`config.mk`:
```
export PLATFORM = sky130hd
export DESIGN_NAME = letter_stream_tx_flat
export DESIGN_NICKNAME = d
export VERILOG_FILES = /design/src/rtl/letter_stream_if.sv /design/src/rtl/letter_stream_tx.sv /design/src/flat_wrapper.sv
export SDC_FILE = /design/constraint.sdc
export NUM_CORES = 1
export LEC_CHECK = 0
export CAP_MARGIN = 20
export CELL_PAD_IN_SITES_DETAIL_PLACEMENT = 1
export CELL_PAD_IN_SITES_GLOBAL_PLACEMENT = 1
export CORE_MARGIN = 2
export CORE_UTILIZATION = 52
export CTS_CLUSTER_DIAMETER = 50
export DETAILED_ROUTE_END_ITERATION = 8
export PLACE_DENSITY_LB_ADDON = 0.1
export REMOVE_ABC_BUFFERS = 1
export SETUP_SLACK_MARGIN = 0.05
export SLEW_MARGIN = 20
export SYNTH_ARGS = -nofsm -noshare
export SYNTH_HDL_FRONTEND = slang
export SYNTH_SLANG_ARGS = --single-unit
```
`constraint.sdc`:
```
create_clock -name clk_in -period 5.25 [get_ports clk_in]
set_input_delay 1.05 -clock clk_in [delete_from_list [all_inputs] [get_ports clk_in]]
set_output_delay 1.05 -clock clk_in [all_outputs]
set_load 0.01 [all_outputs]
```
`src/rtl/letter_stream_if.sv`:
```
// Letter write stream bundle: classifier guesses and clear request in,
// text_display write strobes and status out.
interface letter_stream_if #(
  parameter int CURSOR_W = 10
);
  logic                guess_valid_in;
  logic [4:0]          guess_in;
  logic                clear_in;
  logic                data_valid_out;
  logic [4:0]          data_out;
  logic [CURSOR_W-1:0] cursor_out;
  logic                fifo_full_out;
  logic                busy_out;
  logic [7:0]          drop_count_out;

  modport master (
    input  guess_valid_in, guess_in, clear_in,
    output data_valid_out, data_out, cursor_out, fifo_full_out, busy_out, drop_count_out
  );

  modport slave (
    output guess_valid_in, guess_in, clear_in,
    input  data_valid_out, data_out, cursor_out, fifo_full_out, busy_out, drop_count_out
  );
endinterface

```
`src/rtl/letter_stream_tx.sv`:
```
// Debounces a per-cycle letter classifier into committed letters, buffers them,
// and emits spaced single-cycle writes plus full-screen clear bursts.
module letter_stream_tx #(
  parameter int         STABLE_CYCLES = 16,
  parameter int         GAP_CYCLES    = 4,
  parameter int         FIFO_DEPTH    = 8,
  parameter int         SCREEN_CHARS  = 1024,
  parameter logic [4:0] NONE_CODE     = 5'd31
) (
  input  logic              clk_in,
  input  logic              rst_in,
  letter_stream_if.master   stream
);
  localparam int RUN_W = $clog2(STABLE_CYCLES + 1);
  localparam int PTR_W = $clog2(FIFO_DEPTH);
  localparam int CNT_W = PTR_W + 1;
  localparam int CUR_W = $clog2(SCREEN_CHARS);
  localparam int GAP_W = (GAP_CYCLES > 1) ? $clog2(GAP_CYCLES) : 1;

  typedef enum logic [1:0] {IDLE, SEND, GAP, CLEAR} state_t;

  // ---------------- stability filter ----------------
  logic [4:0]       cand_reg;
  logic [4:0]       last_reg;
  logic [RUN_W-1:0] run_reg;
  logic             same_guess;
  logic             commit;
  logic             push_req;

  assign same_guess = stream.guess_valid_in && (stream.guess_in == cand_reg);
  assign commit     = same_guess && (run_reg == RUN_W'(STABLE_CYCLES - 1));
  assign push_req   = commit && (cand_reg != NONE_CODE) && (cand_reg != last_reg);

  // last_reg simply follows every commit: NONE re-arms, a repeat leaves it unchanged
  always_ff @(posedge clk_in or posedge rst_in) begin
    if (rst_in) begin
      cand_reg <= NONE_CODE;
      last_reg <= NONE_CODE;
      run_reg  <= '0;
    end else if (stream.guess_valid_in) begin
      if (same_guess) begin
        if (run_reg != RUN_W'(STABLE_CYCLES))
          run_reg <= run_reg + RUN_W'(1);
      end else begin
        cand_reg <= stream.guess_in;
        run_reg  <= RUN_W'(1);
      end
      if (commit)
        last_reg <= cand_reg;
    end
  end

  // ---------------- letter FIFO ----------------
  logic [4:0]       mem [FIFO_DEPTH];
  logic [PTR_W-1:0] wr_ptr_reg;
  logic [PTR_W-1:0] rd_ptr_reg;
  logic [CNT_W-1:0] count_reg;
  logic [CNT_W-1:0] count_next;
  logic             full_reg;
  logic [7:0]       drop_reg;
  logic             fifo_full;
  logic             push_ok;
  logic             pop;
  logic [4:0]       head;

  assign fifo_full  = (count_reg == CNT_W'(FIFO_DEPTH));
  assign push_ok    = push_req && !fifo_full;
  assign head       = mem[rd_ptr_reg];
  assign count_next = count_reg + CNT_W'(push_ok) - CNT_W'(pop);

  always_ff @(posedge clk_in) begin
    if (push_ok)
      mem[wr_ptr_reg] <= cand_reg;
  end

  always_ff @(posedge clk_in or posedge rst_in) begin
    if (rst_in) begin
      wr_ptr_reg <= '0;
      rd_ptr_reg <= '0;
      count_reg  <= '0;
      full_reg   <= 1'b0;
      drop_reg   <= '0;
    end else begin
      if (push_ok)
        wr_ptr_reg <= wr_ptr_reg + PTR_W'(1);
      if (pop)
        rd_ptr_reg <= rd_ptr_reg + PTR_W'(1);
      count_reg <= count_next;
      full_reg  <= (count_next == CNT_W'(FIFO_DEPTH));
      if (push_req && fifo_full && (drop_reg != 8'd255))
        drop_reg <= drop_reg + 8'd1;
    end
  end

  // ---------------- output FSM ----------------
  state_t           state_reg, state_next;
  logic [GAP_W-1:0] gap_cnt_reg, gap_cnt_next;
  logic [CUR_W-1:0] clr_cnt_reg, clr_cnt_next;
  logic [CUR_W-1:0] cursor_reg, cursor_next;
  logic             pending_reg, pending_next;
  logic             dv_reg, dv_next;
  logic [4:0]       data_reg, data_next;
  logic             busy_reg, busy_next;
  logic             clr_strobe;
  logic             enter_clear;

  always_comb begin
    state_next   = state_reg;
    gap_cnt_next = gap_cnt_reg;
    clr_cnt_next = clr_cnt_reg;
    pop          = 1'b0;
    clr_strobe   = 1'b0;
    enter_clear  = 1'b0;
    case (state_reg)
      IDLE: begin
        if (pending_reg) begin
          state_next   = CLEAR;
          clr_cnt_next = '0;
          enter_clear  = 1'b1;
        end else if (count_reg != '0) begin
          state_next = SEND;
        end
      end
      SEND: begin
        pop          = 1'b1;
        gap_cnt_next = '0;
        state_next   = (GAP_CYCLES == 0) ? IDLE : GAP;
      end
      GAP: begin
        if (gap_cnt_reg == GAP_W'(GAP_CYCLES - 1))
          state_next = IDLE;
        else
          gap_cnt_next = gap_cnt_reg + GAP_W'(1);
      end
      CLEAR: begin
        clr_strobe = 1'b1;
        if (clr_cnt_reg == CUR_W'(SCREEN_CHARS - 1))
          state_next = IDLE;
        else
          clr_cnt_next = clr_cnt_reg + CUR_W'(1);
      end
      default: state_next = IDLE;
    endcase

    // a clear request landing on the entry edge is absorbed by that burst
    pending_next = pending_reg;
    if (enter_clear)
      pending_next = 1'b0;
    else if (stream.clear_in && (state_reg != CLEAR))
      pending_next = 1'b1;

    dv_next     = pop | clr_strobe;
    data_next   = pop ? head : 5'd0;
    busy_next   = clr_strobe;
    cursor_next = cursor_reg + CUR_W'(dv_next);
  end

  always_ff @(posedge clk_in or posedge rst_in) begin
    if (rst_in) begin
      state_reg   <= IDLE;
      gap_cnt_reg <= '0;
      clr_cnt_reg <= '0;
      cursor_reg  <= '0;
      pending_reg <= 1'b0;
      dv_reg      <= 1'b0;
      data_reg    <= '0;
      busy_reg    <= 1'b0;
    end else begin
      state_reg   <= state_next;
      gap_cnt_reg <= gap_cnt_next;
      clr_cnt_reg <= clr_cnt_next;
      cursor_reg  <= cursor_next;
      pending_reg <= pending_next;
      dv_reg      <= dv_next;
      data_reg    <= data_next;
      busy_reg    <= busy_next;
    end
  end

  assign stream.data_valid_out = dv_reg;
  assign stream.data_out       = data_reg;
  assign stream.cursor_out     = cursor_reg;
  assign stream.fifo_full_out  = full_reg;
  assign stream.busy_out       = busy_reg;
  assign stream.drop_count_out = drop_reg;
endmodule

```
`src/flat_wrapper.sv`:
```
// flat-port wrapper written by rule: the top's interface ports become plain ports
module letter_stream_tx_flat 
#(
  parameter int         STABLE_CYCLES = 16,
  parameter int         GAP_CYCLES    = 4,
  parameter int         FIFO_DEPTH    = 8,
  parameter int         SCREEN_CHARS  = 1024,
  parameter logic [4:0] NONE_CODE     = 5'd31
)
  (clk_in, rst_in, stream_guess_valid_in, stream_guess_in, stream_clear_in, stream_data_valid_out, stream_data_out, stream_cursor_out, stream_fifo_full_out, stream_busy_out, stream_drop_count_out);
  letter_stream_if stream_i ();
  input  logic clk_in;
  input  logic rst_in;
  input wire logic [$bits(stream_i.guess_valid_in)-1:0] stream_guess_valid_in;
  input wire logic [$bits(stream_i.guess_in)-1:0] stream_guess_in;
  input wire logic [$bits(stream_i.clear_in)-1:0] stream_clear_in;
  output wire logic [$bits(stream_i.data_valid_out)-1:0] stream_data_valid_out;
  output wire logic [$bits(stream_i.data_out)-1:0] stream_data_out;
  output wire logic [$bits(stream_i.cursor_out)-1:0] stream_cursor_out;
  output wire logic [$bits(stream_i.fifo_full_out)-1:0] stream_fifo_full_out;
  output wire logic [$bits(stream_i.busy_out)-1:0] stream_busy_out;
  output wire logic [$bits(stream_i.drop_count_out)-1:0] stream_drop_count_out;
  assign stream_i.guess_valid_in = stream_guess_valid_in;
  assign stream_i.guess_in = stream_guess_in;
  assign stream_i.clear_in = stream_clear_in;
  assign stream_data_valid_out = stream_i.data_valid_out;
  assign stream_data_out = stream_i.data_out;
  assign stream_cursor_out = stream_i.cursor_out;
  assign stream_fifo_full_out = stream_i.fifo_full_out;
  assign stream_busy_out = stream_i.busy_out;
  assign stream_drop_count_out = stream_i.drop_count_out;
  letter_stream_tx #(.STABLE_CYCLES(STABLE_CYCLES), .GAP_CYCLES(GAP_CYCLES), .FIFO_DEPTH(FIFO_DEPTH), .SCREEN_CHARS(SCREEN_CHARS), .NONE_CODE(NONE_CODE)) u_core (.clk_in(clk_in), .rst_in(rst_in), .stream(stream_i));
endmodule
```
# Word level (Yosys, flattened, before mapping)
# Memory sizes are Yosys's and may differ from the RTL's.
# Cells that the tools add are included.
[classes]
bitwise = 2
n_addsub = 9
n_mux = 21
n_reduce_logical = 20
eq_ne = 21
[op_table]
columns = ["op", "n"]
rows = [
  ["$mux 10", 2],
  ["$pmux 10 s2", 1],
  ["$mux 5", 3],
  ["$add 10x1->10", 1],
  ["$add 10x1->10 const B", 1],
  ["$eq 10x10->1 const B", 1],
  ["$mux 2", 5],
  ["$ne 5x5->1 const B", 2],
  ["$add 8x1->8 const B", 1],
  ["$eq 4x4->1 const B", 2],
  ["$logic_and 1x1->1", 8],
  ["$mux 1", 8],
  ["$ne 2x2->1 const B", 4],
  ["$ne 8x8->1 const B", 1],
  ["$pmux 2 s4", 1],
  ["$reduce_and 2->1", 4],
  ["$add 3x1->3 const B", 2],
  ["$eq 2x2->1 const B", 3],
  ["$ne 2x1->1 const B", 3],
  ["$reduce_and 3->1", 2],
  ["$reduce_bool 2->1", 3],
  ["$add 5x1->5 const B", 1],
  ["$eq 5x4->1 const B", 1],
  ["$eq 5x5->1", 1],
  ["12 further kinds", 12],
]
[totals]
input_bits = 9
output_inout_bits = 26
n_memories = 1
mem_bits_rw = 40
regBits = 66
word_cells = 90
[memory_table]
columns = ["name", "words", "width", "read_ports", "rd_clocked_by_memory_dff", "wr", "line", "text"]
rows = [
  ["u_core.mem", 8, 5, 1, 0, 1, "letter_stream_tx.sv:54", "logic [4:0] mem [FIFO_DEPTH];"],
]

# Logic depth before layout (Yosys ltp)
# Gate-level depths: netlist of run 1.
[depth]
ltp_word = 9
mapped_depth = 11
ltp_nobuf = 11

# Worst setup path before layout of run 1
# OpenSTA, ideal clock, no wires.
[synth_path]
path_type = "input -> register"
start = "input port stream_guess_in[0]"
end = "register u_core.full_reg, in the netlist u_core.stream.fifo_full_out"
path_stages = 9
n_path_buf = 0
arrival_time_ps = 3006
slack_ps = 2139
cell_sequence = "xor2_1 -> nor3_4 -> nand4_4 -> nor3_4 -> ha_1 -> inv_1 -> fa_1 -> inv_1 -> nor4b_1"
[synth_between]
elab_chain_cells = 9
[synth_lines]
columns = ["element", "line", "text"]
rows = [
  ["start, declared", "flat_wrapper.sv:15", "input wire logic [$bits(stream_i.guess_in)-1:0] stream_guess_in;"],
  ["$eq 5x5->1", "letter_stream_tx.sv:30", "assign same_guess = stream.guess_valid_in && (stream.guess_in == cand_reg);"],
  ["$logic_and 1x1->1", "letter_stream_tx.sv:30", ""],
  ["$logic_and 1x1->1", "letter_stream_tx.sv:31", "assign commit = same_guess && (run_reg == RUN_W'(STABLE_CYCLES - 1));"],
  ["$logic_and 1x1->1 (2 in a row)", "letter_stream_tx.sv:32", "assign push_req = commit && (cand_reg != NONE_CODE) && (cand_reg != last_reg);"],
  ["$logic_and 1x1->1", "letter_stream_tx.sv:67", "assign push_ok = push_req && !fifo_full;"],
  ["via u_core.push_ok", "letter_stream_tx.sv:62", "logic push_ok;"],
  ["$add 4x1->4", "letter_stream_tx.sv:69", "assign count_next = count_reg + CNT_W'(push_ok) - CNT_W'(pop);"],
  ["$sub 4x1->4", "letter_stream_tx.sv:69", ""],
  ["via u_core.count_next[1]", "letter_stream_tx.sv:58", "logic [CNT_W-1:0] count_next;"],
  ["$eq 4x4->1", "letter_stream_tx.sv:89", "full_reg <= (count_next == CNT_W'(FIFO_DEPTH));"],
  ["end signal, assigned", "letter_stream_tx.sv:89", ""],
  ["end, declared", "letter_stream_tx.sv:59", "logic full_reg;"],
]
# The timed path passes the listed nets, and every way through them passes these cells.
# A chain may end at the register's enable or synchronous reset.

# Worst setup path after layout of run 1
[layout_path]
start = "input port stream_guess_valid_in"
end = "register u_core.full_reg, in the netlist u_core.stream.fifo_full_out"
[layout_between]
elab_chain_cells = 8
[layout_lines]
columns = ["element", "line", "text"]
rows = [
  ["start, declared", "flat_wrapper.sv:14", "input wire logic [$bits(stream_i.guess_valid_in)-1:0] stream_guess_valid_in;"],
  ["$logic_and 1x1->1", "letter_stream_tx.sv:30", ""],
  ["$logic_and 1x1->1", "letter_stream_tx.sv:31", ""],
  ["$logic_and 1x1->1 (2 in a row)", "letter_stream_tx.sv:32", ""],
  ["$logic_and 1x1->1", "letter_stream_tx.sv:67", ""],
  ["via u_core.push_ok", "letter_stream_tx.sv:62", ""],
  ["$add 4x1->4", "letter_stream_tx.sv:69", ""],
  ["$sub 4x1->4", "letter_stream_tx.sv:69", ""],
  ["via u_core.count_next[1]", "letter_stream_tx.sv:58", ""],
  ["$eq 4x4->1", "letter_stream_tx.sv:89", ""],
]
# The timed path passes the listed nets, and every way through them passes these cells.

==> flow_summary.ini, run 1 <==
[global_route]
first_global_vias = 3036
globalRouteTotalUtil_pct = 19.2
grt_antenna_before_repair = 0
overflow = 0
grt_max_degree = 36
grt_pass1_wl_microns = 15100

[run]
maxCapViolCount = 0

[critical_path]
endpoint = u_core.stream.fifo_full_out
startpoint_type = input port
ff2ff_path_depth = 9
crit_start = stream_guess_valid_in
crit_type = in2reg
cp.arrival_ps = 3770
r2r_start = u_core.cand_reg[0]
cp_max_fo = 11
end_kind = flip-flop
required_ps = 5510
reg2reg_slack_ps = 2250
regToRegEndpoint = u_core.stream.fifo_full_out

[sta]
slew_headroom_pct = 52.8
setup_viol = 0
post-route-period-util_pct = 67.0
clock.fmax_mhz = 284
tns_ps = 0
post-route-worst-setup-slack_ps = 1730
min_period_ps = 3520
rsz0062_at_grt = no
skew_ps = 10.7
final-hold-violation-count = 0
tightestPinTransition_ps = 708
drv_slew = 0

[final_layout]
nets = 422
final_area_sq_mm = 0.00557
syn_to_final_growth_pct = 13.7
num_antenna_cells = 0
drive_gt1_share_pct = 17.2
largest_register_ff_count = 40
fillers = 927

[synthesis]
ys_seq_area_share_pct = 58.4
synthArstFlopShare_pct = 62.3
yosysTopAreaCell = dfrtp_1
synth.top_cell.area_share_pct = 28.6
netlist_area_sq_mm = 0.00490
synth_seq_cells = 106
synthFlopType = dfrtp_1
ys_top_cells_by_count = dfrtp_1 (56), edfxtp_1 (40), xor2_1 (24)
synth_area_per_cell_sq_um = 13.9
synth_edf_count = 40
ys_warn_count = 0
yosysMostFrequentCell = dfrtp_1
synth_area_leaders = dfrtp_1 (29%), edfxtp_1 (25%), dfstp_2 (5.4%)
synth.distinct_cells = 53
synth_cells = 352

[placement]
dp_hpwl_microns = 6150
dpl_cell_area_sq_mm = 0.00536
pre_cts_ws_ps = 1350
place.gp.congestion = 0.796
numPortBuffers = 34

[floorplan]
ioPinCount = 35
fp.dieH_microns = 101
rows = 35
core_sq_mm = 0.00920
initial_core_util_pct = 53.3
dieArea_sq_mm = 0.0102
die_w_microns = 101

[clock_tree]
cts.sinks = 106
cts_setup_buffers = 0
cts_tree = done
worstSkewPairLatency_ps = 370
cts_hold_buf = 0
numCtsBuffers = 9
htreeDepth = 3
clk_pin_slew_ps = 90
clockBufferDepth = 2
post_cts_resized = 0
root_buffer = clkbuf_8

[route]
drt_pass1_iterations = 4
drt_wl_total_microns = 8860
drtAntennaViolNets = 0
route.detailed.wl_per_inst_microns = 17.5
drt_iter0_markers = 62
vias_per_cell = 5.58
vias = 2827
drc = 0

[pwr]
leakage_nw = 2.31
power_density_mw_per_mm2 = 263
ir_drop_mv = 0.147

[worst_hold_path]
hp-class = reg2reg
hold_start = u_core.stream.cursor_out[6]

[run_status]
status = finished, final reports clean
-- per-layer routing --
metal,up-vias,share of wire [%],wire (microns),GRT usage (%)
met3,10,2.1,186,2.98
met5,-,0,0,0
met2,36,51,4530,32.9
li1,1337,-,-,-
met1,1444,45,4030,25.0
met4,0,1.4,127,6.24
-- through the flow --
step	power [W]	hold slack (ps)	utilization [%]	std cells
2_1_floorplan	0.000930	466	-	345
3_3_place_gp	0.000950	462	58.3	491
3_5_place_dp	0.000953	483	58.3	491
4_1_cts	0.00148	500	60.6	507
5_1_grt	0.00152	525	60.6	507
6_report	0.00147	494	60.6	507
-- cell usage in the layout, fill, tap and decap left out, types with 6 or more instances in the layout --
master,instances
mux4_2,10
nand2_1,13
dfrtp_1,56
inv_1,20
ha_1,21
nor3_1,6
dfstp_2,10
nand3_1,20
edfxtp_1,40
xor2_1,24
xnor2_1,14
nor2b_1,6
mux2_2,15
mux2i_1,8
and3_1,12
nor2_1,13
clkbuf_8,9
clkdlybuf4s50_1,34
-- cell families after synthesis --
kind of cell	after synthesis	share of synthesized area, %
flip-flops	106	58.4
adder cells (fa/ha/maj)	22	5.77
buffers and inverters	28	2.17
multiplexers	35	10.2
XOR/XNOR	38	6.79
AND/OR/NAND/NOR	104	13.5
AO/OA/AOI/OAI	19	3.17
-- worst min-delay path by stage --
stage	to	slack [ps]	depth (start not counted)
2_1_floorplan	u_core.run_reg[4]	470	1
3_3_place_gp	u_core.stream.cursor_out[9]	460	1
3_5_place_dp	u_core.run_reg[4]	480	1
4_1_cts	u_core.stream.cursor_out[8]	500	1
5_1_grt	u_core.stream.cursor_out[8]	520	1
6_report	u_core.stream.cursor_out[6]	490	1
-- layout make-up --
type	count	area (sq um)	share of cell area, %
inverters	21	78.8	1.41
clock buffers	10	128	2.29
well taps	111	139	2.49
repair buffers	35	348	6.24
flip-flops and latches	106	2870	51.4
clock inverters	6	82.6	1.48
multi-input cells	218	1930	34.7
-- where the power goes --
part           internal, W   total, W  switching [W]
clock network     0.000267   0.000535       0.000268
logic            0.0000182  0.0000450      0.0000268
registers         0.000872   0.000888      0.0000165
total              0.00116    0.00147       0.000311
-- worst max-delay path: stages --
cell and delay, ps:
clkdlybuf4s50_1 720, and2_1 250, nand4_4 220, nor3_4 390, ha_1 230, inv_1 70, fa_1 470, inv_1 60
nor4b_1 300
No activity file was read; power rests on OpenSTA's default activity.
==> run 2: changes to the inputs <==
--- a/config.mk
+++ b/config.mk
@@ -9,7 +9,7 @@
 export CELL_PAD_IN_SITES_DETAIL_PLACEMENT = 1
 export CELL_PAD_IN_SITES_GLOBAL_PLACEMENT = 1
 export CORE_MARGIN = 2
-export CORE_UTILIZATION = 52
+export CORE_UTILIZATION = 44
 export CTS_CLUSTER_DIAMETER = 50
 export DETAILED_ROUTE_END_ITERATION = 8
 export PLACE_DENSITY_LB_ADDON = 0.1
==> constraint.sdc (replaced) <==
create_clock -name clk_in -period 2.8 [get_ports clk_in]
set_input_delay 0.56 -clock clk_in [delete_from_list [all_inputs] [get_ports clk_in]]
set_output_delay 0.56 -clock clk_in [all_outputs]
set_load 0.01 [all_outputs]
==> run 2 against run 1 <==
Die area grew 17%; register-to-register slack lost 2000 ps; first-iteration DRC count grew 53%; cell area grew 3.3%; flip-flop and latch count is the same; global-route usage shrank 1.8 points; sequential share of layout area shrank 1.6 points; critical path type unchanged; largest cell class unchanged.
==> flow_summary.ini, run 2 (same netlist as run 1, synthesis figures left out) <==
[run_status]
status = finished, final reports clean

[floorplan]
rows = 38
core_sq_mm = 0.0108
initial_core_util_pct = 45.2
ioPinCount = 35
die_w_microns = 110
fp.dieH_microns = 110
dieArea_sq_mm = 0.0120

[final_layout]
final_common_cell = dfrtp_1
syn_to_final_growth_pct = 17.4
utilization_pct = 53.1
drive_gt1_share_pct = 20.5
num_antenna_cells = 0
layout_common_cells = dfrtp_1 (56), edfxtp_1 (40), clkdlybuf4s50_1 (34)
final_area_sq_mm = 0.00575
largest_register_ff_count = 40
nets = 440

[pwr]
clockPowerShare_pct = 35.0
p_sw_share_pct = 21.4
p_int_w = 0.00215
combinationalPowerShare_pct = 4.6
leakage_nw = 2.41
power_density_mw_per_mm2 = 476
p_seq_share_pct = 60.5
p_switching_w = 0.000586
ir_drop_mv = 0.237

[critical_path]
startpoint_type = input port
ff2ff_path_depth = 11
required_ps = 3060
cp_max_fo = 2
r2r_start = u_core.run_reg[1]
crit_type = in2reg
end_kind = flip-flop
cp.arrival_ps = 2850
regToRegEndpoint = u_core.stream.fifo_full_out
critPathSlowestCell = fa_1
slowest_delay_ps = 480
cp.buffers_inverters = 3
critPathTopFamily = simple AND/OR/NAND/NOR gates
path_cells = clkdlybuf4s50_1, xor2_1, nor3_4, nand4_4, nor3_4, ha_1, inv_1, fa_1, inv_1, nor4b_2
reg2reg_slack_ps = 250

[global_route]
overflow = 0
globalRouteTotalUtil_pct = 17.4
grt_antenna_before_repair = 0
grt_pass1_wl_microns = 15800
grt_max_degree = 67
first_global_vias = 3116

[clock_tree]
cts_tree = done
numCtsBuffers = 9
htreeDepth = 3
clockBufferDepth = 2
clk_pin_slew_ps = 90
root_buffer = clkbuf_8
worstSkewPairLatency_ps = 360
cts.sinks = 106

[sta]
slew_headroom_pct = 52.1
post-route-period-util_pct = 92.4
skew_ps = 12.5
rsz0062_at_grt = no
clock.fmax_mhz = 387
setup_viol = 0
final-hold-violation-count = 0
drv_slew = 0
min_period_ps = 2590
tightestPinTransition_ps = 719

[placement]
dp_hpwl_microns = 6660
place.gp.congestion = 0.746
dpl_cell_area_sq_mm = 0.00551
numPortBuffers = 34

[route]
drc = 0
route.detailed.wl_per_inst_microns = 17.1
drt_iter0_markers = 95
drt_pass1_iterations = 4
drtAntennaViolNets = 0
vias_per_cell = 5.23
vias = 2897
drt_wl_total_microns = 9460

[run]
maxCapViolCount = 0

[worst_hold_path]
holdPathEnd = u_core.stream.cursor_out[9]
hp-class = reg2reg
hold_start = u_core.stream.cursor_out[9]
hold_depth = 1
run 2: changes by cell type in the layout (fill, tap and decap cells not counted), sizes merged:
cell,delta
buf,+18
bufinv,-1
clkbuf,+3
clkinv,-1
clkinvlp,-1
run 2: worst max path at each step:
stage                       start                          end  slack [ps]  depth (start not counted)
2_1_floorplan  stream_guess_in[0]  u_core.stream.fifo_full_out         180                          9
3_3_place_gp   stream_guess_in[0]  u_core.stream.fifo_full_out        -130                         10
3_5_place_dp   stream_guess_in[0]  u_core.stream.fifo_full_out        -230                         10
4_1_cts        u_core.cand_reg[3]  u_core.stream.fifo_full_out          70                          9
5_1_grt         u_core.run_reg[1]  u_core.stream.fifo_full_out          30                         11
6_report       stream_guess_in[0]  u_core.stream.fifo_full_out         210                         10
run 2: cell type report:
type | instances | area [sq um]
inverters | 21 | 78.8
clock buffers | 13 | 159
clock inverters | 3 | 38.8
well taps | 140 | 175
flip-flops and latches | 106 | 2870
multi-input cells | 218 | 1940
repair buffers | 53 | 495
fillers | 1081 | 5090
run 2: power groups by stage:
stage	Sequential, W	Combinational [W]	Clock (W)
after floorplan	0.00168	0.0000585	0
after global placement	0.00169	0.000111	0
after detailed placement	0.00169	0.000113	0
after CTS	0.00166	0.000114	0.000986
after global routing	0.00166	0.000139	0.00105
final	0.00165	0.000126	0.000957
run 2: repair_timing:
item / CTS / global route
setup endpoints to repair: 0 / 1
buffers inserted: 0 / 5
hold buffers: 0 / 0
gates resized for setup: 0 / 2
run 2: through the flow:
| stage | hold WS, ps | setup TNS [ps] | worst slack, ps | total power (W) | cells |
|---|---|---|---|---|---|
| after floorplan | 466 | 0 | 179 | 0.00174 | 345 |
| after global placement | 463 | -131 | -131 | 0.00180 | 533 |
| after detailed placement | 468 | -591 | -228 | 0.00181 | 533 |
| after CTS | 486 | 0 | 70.9 | 0.00276 | 549 |
| after global routing | 513 | 0 | 31.3 | 0.00284 | 554 |
| final | 486 | 0 | 214 | 0.00274 | 554 |
run 2: per-layer routing:
layer,up-vias,global-route usage (%),part of all wire (%)
met5,-,0,0
li1,1381,-,-
met4,0,5.15,1.1
met3,10,3.20,2.1
met2,33,28.6,50
met1,1473,23.6,47
